### config.mk
export PLATFORM = sky130hd
export DESIGN_NAME = output_buffer
export DESIGN_NICKNAME = d
export VERILOG_FILES = /design/src/rtl/output_buffer.sv
export SDC_FILE = /design/constraint.sdc
export NUM_CORES = 2
export LEC_CHECK = 0
export ABC_AREA = 1
export CAP_MARGIN = 20
export CORE_AREA = 2 2 452 454
export DETAILED_ROUTE_END_ITERATION = 8
export DIE_AREA = 0 0 454 456
export PLACE_DENSITY = 0.72
export SLEW_MARGIN = 15
export SYNTH_ARGS = -nofsm -noshare
export SYNTH_HDL_FRONTEND = slang
export SYNTH_SLANG_ARGS = --single-unit
### constraint.sdc
create_clock -name clk -period 56.9 [get_ports clk]
set_clock_uncertainty 0.05 [all_clocks]
set_input_delay 11.38 -clock clk [delete_from_list [all_inputs] [get_ports clk]]
set_output_delay 11.38 -clock clk [all_outputs]
set_load 0.01 [all_outputs]
### src/rtl/output_buffer.sv
// -----------------------------------------------------------------------------
// output_buffer
//   Write-side result buffer between the PE array and the memory write port.
//   It accepts POX result words per push into a FIFO. It drains the FIFO as
//   AXI INCR write bursts, one burst outstanding at a time, sent in the order
//   AW, then W, then B. It pulses mapend once all OW*OH words of the ofmap
//   have been acknowledged.
//
// Ports
//   clk, rst_n           clock, asynchronous active-low reset
//   init_addr[_en]       ofmap base byte address; the load also clears the
//                        counters and the error flag, and arms the block
//   result_valid/ready   PE result handshake, carrying POX words per transfer
//   result_data[POX]     result words; index 0 is the first word written
//   aw*                  write address channel (awburst is fixed to INCR)
//   w*                   write data channel
//   b*                   write response channel
//   mapend               one-cycle pulse after the last burst is acknowledged
//   err                  sticky flag for an error response; cleared by init
// -----------------------------------------------------------------------------
module output_buffer #(
  parameter int DW    = 32,
  parameter int AW    = 32,
  parameter int POX   = 16,
  parameter int BURST = 32,
  parameter int DEPTH = 64,
  parameter int OW    = 112,
  parameter int OH    = 112
) (
  input  logic          clk,
  input  logic          rst_n,
  input  logic [AW-1:0] init_addr,
  input  logic          init_addr_en,
  input  logic          result_valid,
  output logic          result_ready,
  input  logic [DW-1:0] result_data [POX],
  output logic [AW-1:0] awaddr,
  output logic [7:0]    awlen,
  output logic [1:0]    awburst,
  output logic          awvalid,
  input  logic          awready,
  output logic [DW-1:0] wdata,
  output logic          wvalid,
  input  logic          wready,
  output logic          wlast,
  input  logic          bvalid,
  input  logic [1:0]    bresp,
  output logic          bready,
  output logic          mapend,
  output logic          err
);

  localparam int MAPW = OW * OH;
  localparam int PW   = $clog2(DEPTH);
  localparam int FCW  = PW + 1;
  localparam int CW   = $clog2(MAPW + 1);
  localparam int BPB  = DW / 8;

  typedef enum logic [1:0] {IDLE, ADDR, DATA, RESP} state_t;

  state_t          state, state_next;
  logic [DW-1:0]   mem [DEPTH];
  logic [PW-1:0]   wr_ptr, rd_ptr;
  logic [FCW-1:0]  fifo_cnt;
  logic [CW-1:0]   acc_cnt;   // words accepted from the PE array
  logic [CW-1:0]   wr_cnt;    // words acknowledged on the B channel
  logic [AW-1:0]   addr;      // start address of the next burst
  logic [7:0]      beat;
  logic            armed;
  logic            push, pop, start, init_ok, map_done;
  logic [8:0]      burst_words;

  assign awburst      = 2'b01;
  assign awaddr       = addr;
  assign result_ready = armed && (fifo_cnt <= FCW'(DEPTH - POX)) && (acc_cnt < CW'(MAPW));
  assign push         = result_valid && result_ready;
  assign pop          = wvalid && wready;
  // Start a full burst when enough words are buffered. Once the whole map has
  // been accepted, flush whatever words remain as a short burst.
  assign start        = (fifo_cnt >= FCW'(BURST)) ||
                        ((acc_cnt == CW'(MAPW)) && (fifo_cnt != '0));
  // A base load is refused while a burst is about to launch.
  assign init_ok      = init_addr_en && (state == IDLE) && !start;
  assign burst_words  = {1'b0, awlen} + 9'd1;
  assign map_done     = (wr_cnt + CW'(burst_words)) == CW'(MAPW);

  assign wlast = (state == DATA) && (beat == awlen);
  assign wdata = (state == DATA) ? mem[rd_ptr] : '0;

  // NOTE: sequential state is written only with non-blocking assignments, so
  // every register sees the values from before the clock edge.
  always_ff @(posedge clk or negedge rst_n) begin
    if (!rst_n) state <= IDLE;
    else        state <= state_next;
  end

  // NOTE: every output of this block gets a default value first. A branch
  // that does not assign an output then cannot infer a latch.
  always_comb begin
    state_next = state;
    awvalid    = 1'b0;
    wvalid     = 1'b0;
    bready     = 1'b0;
    case (state)
      IDLE: if (start) state_next = ADDR;
      ADDR: begin
        awvalid = 1'b1;
        if (awready) state_next = DATA;
      end
      DATA: begin
        wvalid = 1'b1;
        if (wready && wlast) state_next = RESP;
      end
      RESP: begin
        bready = 1'b1;
        if (bvalid) state_next = IDLE;
      end
      default: state_next = IDLE;
    endcase
  end

  always_ff @(posedge clk or negedge rst_n) begin
    if (!rst_n) begin
      addr     <= '0;
      awlen    <= '0;
      beat     <= '0;
      wr_cnt   <= '0;
      acc_cnt  <= '0;
      armed    <= 1'b0;
      err      <= 1'b0;
      mapend   <= 1'b0;
      wr_ptr   <= '0;
      rd_ptr   <= '0;
      fifo_cnt <= '0;
    end else begin
      mapend <= 1'b0;
      if (init_ok) begin
        addr    <= init_addr;
        wr_cnt  <= '0;
        acc_cnt <= '0;
        err     <= 1'b0;
        armed   <= 1'b1;
      end
      // Latch the burst length at launch. Words that arrive later belong to
      // the next burst.
      if (state == IDLE && start)
        awlen <= (fifo_cnt >= FCW'(BURST)) ? 8'(BURST - 1) : 8'(fifo_cnt - 1'b1);
      if (state == ADDR && awready) beat <= '0;
      if (pop) beat <= beat + 8'd1;
      if (state == RESP && bvalid) begin
        err    <= err | (bresp != 2'b00);
        addr   <= addr + AW'(burst_words) * AW'(BPB);
        wr_cnt <= wr_cnt + CW'(burst_words);
        if (map_done) begin
          mapend <= 1'b1;
          armed  <= 1'b0;
        end
      end
      if (push) begin
        wr_ptr  <= wr_ptr + PW'(POX);
        acc_cnt <= acc_cnt + CW'(POX);
      end
      if (pop) rd_ptr <= rd_ptr + 1'b1;
      fifo_cnt <= fifo_cnt + (push ? FCW'(POX) : '0) - (pop ? FCW'(1) : '0);
    end
  end

  // NOTE: the storage array has no reset. An entry is only read after it has
  // been written, and keeping the array out of reset lets it map onto RAM.
  always_ff @(posedge clk) begin
    if (push) begin
      for (int i = 0; i < POX; i++) mem[wr_ptr + PW'(i)] <= result_data[i];
    end
  end

endmodule

==> flow_summary.json <==
{
  "hold_path.class": "register to register",
  "first_pass_iters": 8,
  "worstSkewPairLatency_ns": 0.87,
  "die_w_um": 454,
  "maxSlewViolCount": 0,
  "numPortBuffers": 631,
  "io-pin-count": 634,
  "syn_nets": 8278,
  "die_h_um": 456,
  "cts.htree.levels": 4,
  "min_period_ns": 18.71,
  "grt_antenna_before_repair": 136,
  "syn-cell-area_mm2": 0.0886,
  "max_freq_mhz": 53.4,
  "cts_num_sinks": 2140,
  "synth_cell_types": 41,
  "setup.worst_path.class": "register to primary output",
  "rsz0062_at_grt": "false",
  "synth_edf_count": 2048,
  "rows": 165,
  "hold_viol_final": 0,
  "grtUsageTotal_pct": 23.7,
  "cpPeakStageDelay_ns": 0.97,
  "drc": 0,
  "max_slew_margin_pct": 15.4,
  "ant_nets": 0,
  "cts_tree": "yes",
  "setup_viol": 0,
  "ir_worst_vdd_uv": 48.1,
  "layout_worst_path_cycle_share_pct": 32.9,
  "syn_inst": 7673,
  "synth_top_cell_area_share_pct": 69.4,
  "drt-total-wl_um": 251000,
  "cts_resized": 0,
  "routabilityCongestion": 0.901,
  "crit_fanout": 246,
  "ys_top_cells_by_area": "edfxtp_1 69%, nand2_1 11%, nand3_1 10%, dfrtp_1 2.6%, buf_2 1.7%",
  "grt_pass1_wl_um": 371000,
  "startpoint_type": "register",
  "avgViaCountPerCell": 5.57,
  "initial_core_util_pct": 43.9,
  "power_density_mw_per_mm2": 51.0,
  "cp_cell_sequence": "buf_4, buf_12, buf_4, buf_4, nand2_1, nand3_1, nand3_1, nand3_1, nand3_1, nand3_1, nand2_1, nor2_1, clkdlybuf4s50_1",
  "cpMostUsedCell": "nand3_1",
  "synth_commonest_cells": "2564 x nand2_1, 2048 x edfxtp_1, 1771 x nand3_1",
  "yosysSeqAreaShare_pct": 72.0,
  "yosysTopAreaCell": "edfxtp_1",
  "ctsLongestPathBuffers": 3,
  "dp_hpwl_um": 156000,
  "dp_slack_ns": 39.25,
  "synth_async_sr_flop_share_pct": 4.30,
  "post_drt_wl_per_cell_um": 22.6,
  "dieArea_mm2": 0.207,
  "end_kind": "primary output",
  "tightest_slew_ns": 1.27,
  "synth.most_common_cell": "nand2_1",
  "setup_ws_ns": 38.19,
  "outcome": "completed",
  "first_global_vias": 58700,
  "grt_max_degree": 274,
  "fin_tns_setup_ns": 0,
  "vias": 61600,
  "cp_data_arrival_time_ns": 7.28,
  "cp_slowest_cell": "buf_4",
  "postCtsSetupBuffers": 0,
  "drive_gt1_share_pct": 5.03,
  "core_area_mm2": 0.202,
  "yosysWarnings": 0,
  "syn_area_per_cell_um2": 11.5,
  "root_buffer": "clkbuf_16",
  "initialDrtViolationCount": 7448,
  "drv_cap": 0,
  "leakage_nw": 37.5,
  "overflow": 0,
  "finalNetCount": 8731,
  "path_clk_slew_ns": 0.06,
  "layout-area-overhead-vs-synth_pct": 17.5,
  "cts_hold_buf": 0,
  "ys.flop_type": "edfxtp_1",
  "cts_buffers": 216,
  "ys_seq_elements": 2140,
  "cp_data_required_time_ns": 45.47
}
==> power breakdown <==
group / switching, mW / total [mW] / leakage, nW / internal, mW
sequential: 0.105 / 2.08 / 19.7 / 1.98
clock: 0.611 / 1.42 / 3.46 / 0.813
combinational: 1.27 / 1.80 / 14.3 / 0.535
==> path summary, 6_finish.rpt <==
kind | slack (ns) | from | endpoint | cells after the start
max in group asynchronous | 45.25 | rst_n | acc_cnt[12]$_DFFE_PN0P_ | 2
max | 38.19 | rd_ptr[0]$_DFFE_PN0P_ | wdata[23] | 13
min reg2reg | 0.42 | err$_DFFE_PN0P_ | err$_DFFE_PN0P_ | 2
min in group asynchronous | 10.47 | rst_n | beat[0]$_DFFE_PN0P_ | 1
min | 0.42 | err$_DFFE_PN0P_ | err$_DFFE_PN0P_ | 2
max reg2reg | 51.01 | fifo_cnt[2]$_DFF_PN0_ | mem[62][23]$_DFFE_PP_ | 10
==> critical path, delay by kind of cell, from the launching register on <==
family	cells	cell delay [ns]
buffers and inverters	5	3.91
DFF	1	0.83
and+or+nand+nor	8	1.27
==> per-layer routing <==
| metal | vias to the layer above | track usage, % | share of wire (%) |
|---|---|---|---|
| li1 | 28000 | - | - |
| met1 | 29900 | 30.8 | 39 |
| met2 | 3054 | 37.0 | 47 |
| met3 | 636 | 4.51 | 8.4 |
| met4 | 52 | 13.7 | 5.9 |
| met5 | - | 0 | 0.14 |
==> per-stage QoR <==
| step | cell area [um2] | total power, mW | instances | hold WS [ns] | util [%] |
|---|---|---|---|---|---|
| after detailed placement | 96600 | 3.89 | 10600 | 0.410 | 47.9 |
| after global routing | 104000 | 5.60 | 11100 | 0.464 | 51.6 |
| after CTS | 104000 | 5.31 | 11000 | 0.426 | 51.4 |
| after floorplan | 88600 | 3.50 | 7673 | 0.407 | - |
| after global placement | 96600 | 3.85 | 10600 | 0.407 | 47.9 |
| final | 104000 | 5.31 | 11100 | 0.422 | 51.6 |
==> cells by family after synthesis <==
logic type	synth area share, %
fa+ha+maj	0.760
xor+xnor	0.257
compound gates	1.67
simple gates	22.0
other cells	0.00848
buf+inv	3.29
flops	72.0
==> final cells by class <==
class                           count  area [um2]
Antenna cell                       90         225
Clock buffer                      257        5580
Clock inverter                    145        1570
Fill cell                       16900       97600
Inverter                          156         622
Multi-Input combinational cell   4910       21900
Sequential cell                  2140       63800
Tap cell                         2672        3340
Timing Repair Buffer              702        7030
==> sequential cells by signal (all words and copies together) (netlist names) <==
signal,count
acc_cnt,10
armed,1
awaddr,32
awlen,8
beat,8
err,1
fifo_cnt,7
mapend,1
mem,2048
rd_ptr,6
state,2
wr_cnt,14
wr_ptr,2
==> placed cells by master (no fill, tap or decap), drive strengths merged <==
cell type	instances
o31ai	2
nand2	2566
a21o	3
nand3	1772
a21oi	88
edfxtp	2048
o211ai	3
a31o	2
a311oi	1
xnor2	4
nor2	173
ha	49
o21bai	1
nand4	16
dfrtp	92
buf	72
o21a	2
nor4	2
nor3	19
clkdlybuf4s50	630
bufinv	24
xor2	22
nand3b	6
o21ai	109
clkinvlp	11
fa	3
inv	165
o22ai	27
o32ai	1
a211oi	13
clkbuf	257
conb	2
or2	4
clkinv	101
and3	2
a31oi	18
diode	90
(Power assumes the default switching activity.)
